===== config.mk =====
export PLATFORM = sky130hd
export DESIGN_NAME = sync_fifo
export DESIGN_NICKNAME = d
export VERILOG_FILES = /design/src/rtl/sync_fifo.sv
export SDC_FILE = /design/constraint.sdc
export NUM_CORES = 1
export LEC_CHECK = 0
export CAP_MARGIN = 5
export CELL_PAD_IN_SITES_DETAIL_PLACEMENT = 0
export CELL_PAD_IN_SITES_GLOBAL_PLACEMENT = 1
export CORE_ASPECT_RATIO = 1.2
export CORE_MARGIN = 2
export CORE_UTILIZATION = 45
export DETAILED_ROUTE_END_ITERATION = 10
export PLACE_DENSITY = 0.66
export SLEW_MARGIN = 20
export SYNTH_ARGS = -nofsm -noshare
export SYNTH_HDL_FRONTEND = slang
export SYNTH_SLANG_ARGS = --single-unit

===== constraint.sdc =====
create_clock -name clock -period 2.75 [get_ports clock]
set_input_delay 0.55 -clock clock [delete_from_list [all_inputs] [get_ports clock]]
set_output_delay 0.55 -clock clock [all_outputs]
set_load 0.02 [all_outputs]

===== src/rtl/sync_fifo.sv =====
// sync_fifo: single-clock first-in/first-out buffer.
// Pointers carry one extra wrap bit so that "full" and "empty" can be told
// apart when the address bits match. read_data is a register that only
// changes on an accepted read, which gives reads a one-cycle latency.
module sync_fifo #(
  parameter int DATA_WIDTH = 8,
  parameter int DEPTH      = 16
) (
  input  logic                  clock,
  input  logic                  reset,
  input  logic                  w_enable,
  input  logic                  r_enable,
  input  logic [DATA_WIDTH-1:0] write_data,
  output logic [DATA_WIDTH-1:0] read_data,
  output logic                  full,
  output logic                  empty
);

  localparam int AW = $clog2(DEPTH);
  localparam logic [AW:0] PTR_ONE = (AW + 1)'(1);

  logic [DATA_WIDTH-1:0] mem [DEPTH];
  logic [AW:0]           wr_ptr;
  logic [AW:0]           rd_ptr;
  logic                  do_write;
  logic                  do_read;

  // Status flags come straight from the pointer registers, so they already
  // reflect the operations accepted at the most recent edge.
  assign empty = (wr_ptr == rd_ptr);
  assign full  = (wr_ptr[AW-1:0] == rd_ptr[AW-1:0]) && (wr_ptr[AW] != rd_ptr[AW]);

  // A request is accepted only when its flag permits it and reset is low.
  // Gating on the registered flags also covers the cases where both
  // requests arrive together while full (read only) or empty (write only).
  assign do_write = w_enable && !full  && !reset;
  assign do_read  = r_enable && !empty && !reset;

  // Storage array is not reset; its contents are unreachable after a reset
  // because both pointers are cleared together.
  always_ff @(posedge clock) begin
    if (do_write) begin
      mem[wr_ptr[AW-1:0]] <= write_data;
    end
  end

  // Write pointer advances on each accepted write; wrap bit toggles on wrap.
  always_ff @(posedge clock or posedge reset) begin
    if (reset) begin
      wr_ptr <= '0;
    end else if (do_write) begin
      wr_ptr <= wr_ptr + PTR_ONE;
    end
  end

  // Read pointer advances on each accepted read.
  always_ff @(posedge clock or posedge reset) begin
    if (reset) begin
      rd_ptr <= '0;
    end else if (do_read) begin
      rd_ptr <= rd_ptr + PTR_ONE;
    end
  end

  // Output register loads the head word on an accepted read and holds otherwise.
  always_ff @(posedge clock or posedge reset) begin
    if (reset) begin
      read_data <= '0;
    end else if (do_read) begin
      read_data <= mem[rd_ptr[AW-1:0]];
    end
  end

endmodule


Word level (Yosys, flattened, before mapping)
Memories as Yosys holds them, arrays and structs flattened. A register that Yosys moved wholly into a read port is not among the register bits.
Cells that the tools add are included.
{ "totals": {"regBits": 10, "latchBits": 0, "mem_bits_rw": 128, "mem_bits_ro": 0, "input_bits": 12, "output_inout_bits": 10, "elab_cells": 18, "n_memories": 1} }
{ "memory_table": {"columns": ["memory", "depth", "width", "rd", "rd_ports_with_merged_regs", "wr", "line_no", "source"], "rows": [
  ["mem", 16, 8, 1, 1, 1, "22", "logic [DATA_WIDTH-1:0] mem [DEPTH];"]
]} }
{ "classes": {"n_addsub": 2, "mul": 0, "div": 0, "order_cmp": 0, "eq_ne": 3, "shifts": 0, "muxes": 2, "bitwise": 0, "n_reduce_logical": 8} }
{ "ops": {"columns": ["operator", "count"], "rows": [
  ["$add 5x1->5 const B", 2],
  ["$eq 5x5->1", 1],
  ["$logic_and 1x1->1", 5],
  ["$eq 4x4->1", 1],
  ["$logic_not 1->1", 3],
  ["$mux 1", 2],
  ["$ne 1x1->1", 1]
]} }

Logic depth before layout (Yosys ltp)
Gate-level depths: netlist (run 1).
{ "logic_depth": {"depth_word": 7, "depth_mapped": 6, "mapped_depth_nobuf": 4} }

Least setup slack after synthesis (run 1)
No wires, ideal clock.
{ "synth_path": {"kind": "reg2reg", "from": "register wr_ptr[3]", "to": "memory mem[3][0], enable pin", "setup_time_ns": 0.383, "arrival_ns": 1.628, "required_ns": 2.367, "slack_ns": 0.739, "path_stages_with_launch": 6, "n_path_buf": 1, "period_less_slack_ns": 2.011, "path_cell_list": "dfrtp_1 clkbuf_1 xnor2_1 nand4_2 o211ai_1 nor3_1"} }
{ "synth_between": {"elab_chain_len": 7} }
{ "synth_lines": {"columns": ["element", "line_no", "source"], "rows": [
  ["start, declared", "23", "logic [AW:0] wr_ptr;"],
  ["start signal, assigned", "52", "wr_ptr <= wr_ptr + PTR_ONE;"],
  ["$eq 4x4->1", "31", "assign full = (wr_ptr[AW-1:0] == rd_ptr[AW-1:0]) && (wr_ptr[AW] != rd_ptr[AW]);"],
  ["$logic_and 1x1->1", "31", null],
  ["$logic_not 1->1", "36", "assign do_write = w_enable && !full && !reset;"],
  ["$logic_and 1x1->1 (2 in a row)", "36", null],
  ["$mux 1", "42", "if (do_write) begin"],
  ["$mux 1 (not written as such)", "43", "mem[wr_ptr[AW-1:0]] <= write_data;"],
  ["end, declared", "22", null]
]} }
Several ways; a longest one is shown, not always the timed one.

Worst setup path in the final report (run 1)
{ "layout_path": {"from": "register wr_ptr[1]", "to": "output full"} }
{ "layout_between": {"elab_chain_len": 2} }
{ "layout_lines": {"columns": ["element", "line_no", "source"], "rows": [
  ["$eq 4x4->1", "31", null],
  ["$logic_and 1x1->1", "31", null],
  ["end, declared", "15", "output logic full,"]
]} }
No other way between the ends.

==> results of run 1 <==
-- synthesized netlist by cell type (3+ instances only) --
master      n  area share (%)
dfrtp_1    18             7.6
and3_1     14             1.5
mux4_1     11             4.9
buf_2       3            0.25
mux2_4      7             1.8
a22oi_1    16             2.0
nor2b_1     8            0.85
xnor2_1    12             1.8
clkbuf_1    6            0.38
o211ai_1    4            0.51
buf_6       3            0.57
inv_1       4            0.25
edfxtp_1  128              65
ha_1        5             1.1
nand2_1     8            0.51
nor2_1      4            0.25
mux4_2     21             8.0
-- worst min-delay path by stage --
stage                                           to  depth (start not counted)
after floorplan              rd_ptr[0]$_DFFE_PP0P_                          1
after global placement    read_data[6]$_DFFE_PP0P_                          1
after detailed placement  read_data[3]$_DFFE_PP0P_                          1
after CTS                 read_data[3]$_DFFE_PP0P_                          1
after global routing      read_data[3]$_DFFE_PP0P_                          1
final                     read_data[4]$_DFFE_PP0P_                          1
-- per-stage QoR --
stage / instance area, µm² / utilization [%] / power (mW) / hold WS (ns)
2_1_floorplan: 5901 / - / 4.325 / 0.4886
3_3_place_gp: 6290 / 49.43 / 4.916 / 0.4943
3_5_place_dp: 6290 / 49.43 / 4.946 / 0.5034
4_1_cts: 6855 / 53.87 / 7.139 / 0.5166
5_1_grt: 6873 / 54.01 / 7.422 / 0.5307
6_report: 6873 / 54.01 / 7.095 / 0.5092
-- routing by layer --
metal / track usage [%] / vias up
met5: 0 / -
met4: 7.919 / 0
met3: 4.678 / 15
met2: 29.93 / 97
met1: 27.58 / 1457
li1: - / 1254
-- where the power goes --
group	switching [mW]	internal (mW)	total [mW]
clock	0.821	1.37	2.19
combinational	1.08	0.988	2.06
sequential	0.186	2.65	2.84
total	2.08	5.01	7.09
-- logic make-up (layout without fill, tap and decap cells) --
| logic type | after synthesis | count (layout) | share of synthesized area, % |
|---|---|---|---|
| AND/OR/NAND/NOR | 38 | 38 | 3.605 |
| adder cells (fa/ha/maj) | 5 | 5 | 1.060 |
| AO/OA/AOI/OAI | 24 | 24 | 3.096 |
| buffers and inverters | 19 | 70 | 2.120 |
| XOR/XNOR | 14 | 14 | 2.078 |
| flip-flops | 146 | 146 | 72.77 |
| multiplexers | 42 | 42 | 15.27 |
-- sequential cells by signal, indices dropped and copies added, names as in the netlist --
register	cells
mem	128
rd_ptr	5
read_data	8
wr_ptr	5
-- cells in the final DEF (no fill, tap or decap), drive strengths merged --
cell type and instances:
a22oi 16, and2 2, and3 14, buf 13, bufinv 1, clkbuf 27
clkdlybuf4s50 20, clkinv 4, dfrtp 18, dlymetal6s2s 1, edfxtp 128, ha 5
inv 4, mux2 10, mux4 32, nand2 8, nand4 1, nor2 4
nor2b 8, nor3 1, o2111ai 2, o211ai 4, o21a 2, xnor2 12
xor2 2
-- final cells by class --
cell class | instances | area [µm²]
clock buffers | 27 | 515.5
fillers | 1012 | 5852
well taps | 164 | 205.2
inverters | 4 | 15.01
clock inverters | 5 | 50.05
multi-input cells | 123 | 1481
repair buffers | 34 | 310.3
flip-flops and latches | 146 | 4295
-- repair_timing --
| item | 4_1_cts | 5_1_grt |
|---|---|---|
| buffers inserted | 0 | 2 |
| gates resized for setup | 0 | 1 |
| endpoints found under the setup margin | 0 | 2 |
==> out/qor.txt, run 1 <==
GRT Total Usage: 19.67%
Gate Count Post-Synth: 288
Power Density: 1032 mW/mm²
# setup viols final: 0
clk root buf: clkbuf_16
per-cell routed wire length: 24.49 µm
sequential-to-total area share from yosys stat: 72.77%
Initial Utilization: 46.37%
crit path max-delay cell type: clkdlybuf4s50_1
DP HPWL: 7975 µm
Worst Path Required: 2.20 ns
Final nets: 343
routed wl met3: 672 µm
port bufs: 21
Hold Violations, Final: 0
largest delay contributor family on the critical path: buffers and inverters
initial antenna violation count: 0
Clock Tree Buf Depth: 2
Ys Warns: 0
largest net degree at the start of global routing: 36
remaining antenna violation count: 0
pre-CTS setup slack: 0.3210 ns
#FFs+latches synth: 146
placed instance count: 469
syn nets: 305
setup_tns: 0 ns
Layout Cells excl Fill: 503
WL met2: 6003 µm
period utilisation layout: 95.28%
critical path startpoint: wr_ptr[1]$_DFFE_PP0P_
cts bufs inserted: 17
slew at the pin closest to its max-slew limit: 0.7742 ns
Mapped Area: 0.005901 mm²
Synth Flop Type: edfxtp_1
Worst path max stage delay: 0.61 ns
placer's final routability congestion estimate: 0.8048
first-pass GRT wire length: 18970 µm
Peak VDD IR: 556.3 µV
vias in the first global route: 2976
Crit. End Element: output port
async set-reset flop share out of synthesis: 12.33%
CP arrival: 2.07 ns
FMAX: 381.6 MHz
M1 WL: 5426 µm
latest clock arrival within the worst-skew pair: 0.42 ns
critical path class: flip-flop to output port
Post-synth EDFFs: 128
core area: 0.01272 mm²
Detailed Routing Iterations Pass 1: 5
clock sink count: 146
crit-path max FO: 6
grt ovf: 0
IO Pins: 22
Worst Hold Class: flip-flop to flip-flop
Post-Route Skew: 0.008988 ns
reg2reg setup slack: 0.42 ns
Die ar.: 0.01405 mm²
CTS H-Tree Depth: 4
synthesized area per cell: 20.49 µm²
reg2reg end: read_data[3]$_DFFE_PP0P_
final wirelength: 12320 µm
CTS tree: built
Slew Limit Fails: 0
# diodes: 0
Max-cap violations: 0
hold wc startpoint: read_data[4]$_DFFE_PP0P_
Critical path buffers and inverters: 1
r2r worst-path depth: 6
area grow syn2layout: 16.48%
Yosys cell types: 28
crit path cell chain: xnor2_1 -> nand4_2 -> nor2_1 -> clkdlybuf4s50_1
final period demand of the worst path: 2.620 ns
layout cell share with drive strength beyond 1: 20.35%
residual DRC count: 0
vias post-DR: 2823
std cell rows: 45
die height: 129.4 µm
CP Capture Point: full
First DRT Iteration DRCs: 181
Worst-path clk slew: 0.06 ns
reg2reg start: rd_ptr[0]$_DFFE_PP0P_
cts hold-fix bufs: 0
run status: finished, final reports clean
Die Span X: 108.5 µm
worst rel slew slack: 48.22%
RSZ-0062 raised after global routing: false
Critical Path Stages: 4
CP startpoint kind: flip-flop
Max Used Layer: met4
Via density: 5.612
min setup slack post-route: 0.1298 ns
Static Leak: 2.412 nW
(Power assumes the default switching activity.)
==> run 2: changes to the inputs <==
--- a/config.mk
+++ b/config.mk
@@ -13,6 +13,7 @@
 export CORE_UTILIZATION = 45
 export DETAILED_ROUTE_END_ITERATION = 10
 export PLACE_DENSITY = 0.66
+export RECOVER_POWER = 25
 export SLEW_MARGIN = 20
 export SYNTH_ARGS = -nofsm -noshare
 export SYNTH_HDL_FRONTEND = slang
==> run 2 against run 1 <==
Effect of this change:
- worst setup slack worse by 0.0013 ns
- global-route usage stayed put
- critical path type unchanged
- register-to-register slack barely moved
- largest cell class unchanged
- wire length is 0.19% lower
- non-clock buffer count unchanged
- fmax about the same
==> out/qor.txt, run 2 (same netlist as run 1, synthesis figures left out) <==
placer's final routability congestion estimate: 0.8048 (unchanged)
Via density: 5.612 (unchanged)
clk root buf: clkbuf_16
flip-flop count of the largest register after layout: 128 (unchanged)
period utilisation layout: 95.33% (about the same)
cts hold-fix bufs: 0 (unchanged)
IO Pins: 22 (unchanged)
final period demand of the worst path: 2.622 ns (+0.001289 ns)
Post-Route Skew: 0.009145 ns (+0.0001579 ns)
vias post-DR: 2823 (unchanged)
DP HPWL: 7975 µm (unchanged)
std cell rows: 45 (unchanged)
min setup slack post-route: 0.1285 ns (-0.001289 ns)
crit-path max FO: 6 (unchanged)
final wirelength: 12300 µm (-0.19%)
First DRT Iteration DRCs: 178 (-1.7%)
Max-cap violations: 0 (unchanged)
# setup viols final: 0 (unchanged)
first-pass GRT wire length: 18970 µm (unchanged)
port bufs: 21 (unchanged)
Static Leak: 2.410 nW (about the same)
RSZ-0062 raised after global routing: false
initial antenna violation count: 0 (unchanged)
run status: finished, final reports clean
FILL cells: 1014 (+0.20%)
clock sink count: 146 (unchanged)
grt ovf: 0 (unchanged)
Peak VDD IR: 556.3 µV (about the same)
layout cell share with drive strength beyond 1: 20.06% (-0.29 points)
Worst Hold Class: flip-flop to flip-flop
die height: 129.4 µm (unchanged)
largest net degree at the start of global routing: 36 (unchanged)
Die Span X: 108.5 µm (unchanged)
vias in the first global route: 2976 (unchanged)
core area: 0.01272 mm² (unchanged)
CP arrival: 2.07 ns (about the same)
slew at the pin closest to its max-slew limit: 0.7676 ns (-0.006627 ns)
setup_tns: 0 ns (unchanged)
latest clock arrival within the worst-skew pair: 0.42 ns (about the same)
residual DRC count: 0 (unchanged)
CTS H-Tree Depth: 4 (unchanged)
Detailed Routing Iterations Pass 1: 5 (unchanged)
Initial Utilization: 46.37% (unchanged)
FMAX: 381.5 MHz (about the same)
most frequent cells in the layout: edfxtp_1, mux4_2, clkbuf_16
Final Core Density: 53.98% (about the same)
CP startpoint kind: flip-flop
# diodes: 0 (unchanged)
Crit. End Element: output port
Slew Limit Fails: 0 (unchanged)
Clock Tree Buf Depth: 2 (unchanged)
critical path class: flip-flop to output port
GRT Total Usage: 19.67% (unchanged)
Hold Violations, Final: 0 (unchanged)
Worst-path clk slew: 0.06 ns (about the same)
CTS tree: built
cts bufs inserted: 17 (unchanged)
Worst Path Required: 2.20 ns (about the same)
remaining antenna violation count: 0 (unchanged)
most common cell after layout, fill and taps aside: edfxtp_1
pre-CTS setup slack: 0.3210 ns (unchanged)
area grow syn2layout: 16.41% (about the same)
Die ar.: 0.01405 mm² (unchanged)
Final nets: 343 (unchanged)
per-cell routed wire length: 24.44 µm (-0.19%)
Power Density: 1032 mW/mm² (about the same)
final hold slack: 0.5092 ns (+0.000001000 ns)
worst rel slew slack: 48.67% (+0.44 points)
==> run 2: critical path: stages (launching register included) <==
cell and delay (ns):
dfrtp_1 0.46, xnor2_1 0.25, nand4_2 0.20, nor2_1 0.13
clkdlybuf4s50_1 0.61
==> run 2: area by class of cell <==
cell class / count / area, µm² / area share (%)
Clock inverter: 5 / 50.05 / 0.7286
Timing Repair Buffer: 34 / 306.5 / 4.463
Clock buffer: 27 / 515.5 / 7.505
Inverter: 4 / 15.01 / 0.2186
Sequential cell: 146 / 4295 / 62.53
Multi-Input combinational cell: 123 / 1481 / 21.57
Tap cell: 164 / 205.2 / 2.987
==> run 2: path summary, 6_finish.rpt <==
kind                            slack, ns  cells past startpoint                startpoint                  endpoint
worst max-delay path                 0.13                      4     wr_ptr[1]$_DFFE_PP0P_                      full
worst min-delay path                 0.51                      1  read_data[4]$_DFFE_PP0P_  read_data[4]$_DFFE_PP0P_
worst max register to register       0.43                      6     rd_ptr[0]$_DFFE_PP0P_  read_data[3]$_DFFE_PP0P_
worst min register to register       0.51                      1  read_data[4]$_DFFE_PP0P_  read_data[4]$_DFFE_PP0P_
max in group asynchronous            1.51                      2                     reset     rd_ptr[0]$_DFFE_PP0P_
min in group asynchronous            0.74                      2                     reset  read_data[3]$_DFFE_PP0P_
==> run 2: per-layer routing <==
metal | track usage, % | up-vias | part of all wire (%)
li1 | - | 1254 | -
met3 | 4.678 | 15 | 6.0
met4 | 7.919 | 0 | 1.8
met2 | 29.93 | 102 | 49
met1 | 27.58 | 1452 | 43
met5 | 0 | - | 0
==> run 2: report_power, final <==
group / internal, mW / switching [mW]
Combinational: 0.985 / 1.08
Clock: 1.37 / 0.818
Sequential: 2.65 / 0.186
==> run 2: metrics by stage <==
stage | std cells | total power, mW | area [µm²]
after floorplan | 288 | 4.325 | 5901
after global placement | 469 | 4.916 | 6290
after detailed placement | 469 | 4.946 | 6290
after CTS | 501 | 7.139 | 6855
after global routing | 503 | 7.420 | 6869
final | 503 | 7.089 | 6869
==> run 2: what timing repair did <==
action                                  4_1_cts  5_1_grt
hold endpoints to repair                      0        0
endpoints found under the setup margin        0        2
setup buffers                                 0        2
gates resized for setup                       0        1
==> run 3: changes to the inputs <==
--- a/config.mk
+++ b/config.mk
@@ -12,6 +12,7 @@
 export CORE_MARGIN = 2
 export CORE_UTILIZATION = 45
 export DETAILED_ROUTE_END_ITERATION = 10
+export MAX_ROUTING_LAYER = met4
 export PLACE_DENSITY = 0.66
 export RECOVER_POWER = 25
 export SLEW_MARGIN = 20
==> run 3 against run 2 <==
Effect of this change:
- cell count unchanged
- combinational power about the same
- fmax up 0.11%
- count of clock-buffer cells in the layout unchanged
- worst hold slack about the same
- sequential share of layout area unchanged
- non-clock buffer count unchanged
- register-to-register slack about the same
- global-route usage up 0.59 points
- sequential power about the same
- critical endpoint unchanged
==> out/qor.txt, run 3 (same netlist as run 1, synthesis figures left out) <==
run status: finished, final reports clean
Die ar.: 0.01405 mm² (unchanged)
CP arrival: 2.07 ns (about the same)
CTS H-Tree Depth: 4 (unchanged)
GRT busiest layer: met2
crit path max-delay cell type: clkdlybuf4s50_1
post-route cell area: 0.006869 mm² (unchanged)
crit path cell chain: xnor2_1 -> nand4_2 -> nor2_1 -> clkdlybuf4s50_1
DP HPWL: 7975 µm (unchanged)
latest clock arrival within the worst-skew pair: 0.41 ns (about the same)
worst rel slew slack: 51.95% (+3.3 points)
r2r worst-path depth: 6 (unchanged)
hold wc startpoint: read_data[4]$_DFFE_PP0P_
critical path class: flip-flop to output port
Post-Route Skew: 0.007380 ns (-0.001765 ns)
Worst Path Required: 2.20 ns (about the same)
Hold Violations, Final: 0 (unchanged)
clk root buf: clkbuf_16
cts bufs inserted: 17 (unchanged)
reg2reg start: rd_ptr[0]$_DFFE_PP0P_
port bufs: 21 (unchanged)
Crit. End Element: output port
clock power share: 30.7% (-0.2 points)
Comb pwr share: 29.1% (about the same)
switching share of total power: 29.21% (-0.13 points)
Worst path max stage delay: 0.61 ns (about the same)
final period demand of the worst path: 2.619 ns (-0.002829 ns)
Via density: 5.588 (-0.43%)
# diodes: 0 (unchanged)
clock sink count: 146 (unchanged)
std cell rows: 45 (unchanged)
RSZ-0062 raised after global routing: false
CP startpoint kind: flip-flop
sw power: 2.067 mW (-0.63%)
GRT Total Usage: 20.26% (+0.59 points)
flip-flop count of the largest register after layout: 128 (unchanged)
GR Layer Usage met1: 27.62% (+0.034 points)
slew at the pin closest to its max-slew limit: 0.7184 ns (-0.04915 ns)
IO Pins: 22 (unchanged)
placer's final routability congestion estimate: 0.8165 (+1.5%)
most common cell after layout, fill and taps aside: edfxtp_1
Slew Limit Fails: 0 (unchanged)
# setup viols final: 0 (unchanged)
Final nets: 343 (unchanged)
Initial Utilization: 46.37% (unchanged)
Power Density: 1030 mW/mm² (-0.18%)
die height: 129.4 µm (unchanged)
first-pass GRT wire length: 18960 µm (about the same)
vias in the first global route: 2984 (+0.27%)
Worst Hold Depth: 1 (unchanged)
residual DRC count: 0 (unchanged)
met3 GRT Util: 4.527% (-0.15 points)
grt ovf: 0 (unchanged)
internal power: 5.009 mW (about the same)
Detailed Routing Iterations Pass 1: 5 (unchanged)
area grow syn2layout: 16.41% (unchanged)
reg2reg setup slack: 0.43 ns (about the same)
final hold slack: 0.5091 ns (-0.00008500 ns)
initial antenna violation count: 0 (unchanged)
First DRT Iteration DRCs: 216 (+21%)
dpl cell area: 0.006290 mm² (unchanged)
remaining antenna violation count: 0 (unchanged)
most frequent cells in the layout: edfxtp_1, mux4_2, clkbuf_16
final wirelength: 12260 µm (-0.29%)
reg2reg end: read_data[3]$_DFFE_PP0P_
Final Core Density: 53.98% (unchanged)
period utilisation layout: 95.23% (-0.10 points)
Worst Hold Class: flip-flop to flip-flop
Die Span X: 108.5 µm (unchanged)
Worst-path clk slew: 0.06 ns (about the same)
layout cell share with drive strength beyond 1: 20.06% (unchanged)
per-cell routed wire length: 24.37 µm (-0.29%)
FMAX: 381.9 MHz (+0.11%)
Max-cap violations: 0 (unchanged)
Clock Tree Buf Depth: 2 (unchanged)
Static Leak: 2.410 nW (about the same)
largest net degree at the start of global routing: 36 (unchanged)
core area: 0.01272 mm² (unchanged)
sequential share of power: 40.1% (about the same)
setup_tns: 0 ns (unchanged)
WHS Endpoint: read_data[4]$_DFFE_PP0P_
FILL cells: 1014 (unchanged)
Peak VDD IR: 541.6 µV (-2.7%)
vias post-DR: 2811 (-0.43%)
crit-path max FO: 6 (unchanged)
CTS tree: built
GR Util met2: 29.93% (unchanged)
==> run 3: changes by cell type in the layout (fill, tap and decap cells not counted) <==
| cell | delta |
|---|---|
| clkdlybuf4s50_1 | -1 |
| dlygate4sd3_1 | +1 |
==> run 3: routing by layer <==
metal | routed length [µm] | part of all wire, % | up-vias
li1 | - | - | 1254
met1 | 5474 | 45 | 1457
met2 | 6024 | 49 | 90
met3 | 593 | 4.8 | 10
met4 | 166 | 1.4 | 0
met5 | 0 | 0 | -
==> run 3: worst max-delay path, delay by kind of cell (launching register included) <==
kind,cells,cell delay [ns]
xor+xnor,1,0.25
simple gates,2,0.33
flops,1,0.46
buf+inv,1,0.61
==> run 3: timing repair <==
action	in CTS	in global routing
hold buffers	0	0
endpoints found under the setup margin	0	2
resized for setup	0	1
buffers inserted	0	2
==> run 3: metrics by stage <==
stage | setup WS, ns | cells | total power, mW
finish | 0.1313 | 503 | 7.076
floorplan | 0.7389 | 288 | 4.325
detailed placement | 0.3210 | 469 | 4.946
global placement | 0.3361 | 469 | 4.916
CTS | 0.02347 | 501 | 7.139
global route | 0.01065 | 503 | 7.416
==> run 3: power by group through the flow <==
stage          registers, mW  clock network, mW  logic [mW]
6_report                2.84               2.18        2.06
3_5_place_dp            2.88                  0        2.07
2_1_floorplan           2.87                  0        1.46
3_3_place_gp            2.88                  0        2.04
4_1_cts                 2.84               2.22        2.08
5_1_grt                 2.87               2.31        2.24
==> run 3: cell type report <==
class | instances | area [µm²] | share of cell area, %
timing repair buffer | 34 | 306.5 | 4.463
multi-input combinational | 123 | 1481 | 21.57
inverter | 4 | 15.01 | 0.2186
clock inverter | 5 | 50.05 | 0.7286
tap | 164 | 205.2 | 2.987
sequential | 146 | 4295 | 62.53
clock buffer | 27 | 515.5 | 7.505
==> run 3: worst max-delay path by stage <==
stage                                from              endpoint  slack (ns)  cells past startpoint
finish              wr_ptr[1]$_DFFE_PP0P_                  full        0.13                      4
global route        wr_ptr[1]$_DFFE_PP0P_                  full        0.01                      4
CTS                 wr_ptr[1]$_DFFE_PP0P_                 empty        0.02                      4
detailed placement                  reset  mem[10][5]$_DFFE_PP_        0.32                      5
global placement                 w_enable   mem[6][1]$_DFFE_PP_        0.34                      5
floorplan           wr_ptr[3]$_DFFE_PP0P_   mem[3][0]$_DFFE_PP_        0.74                      5
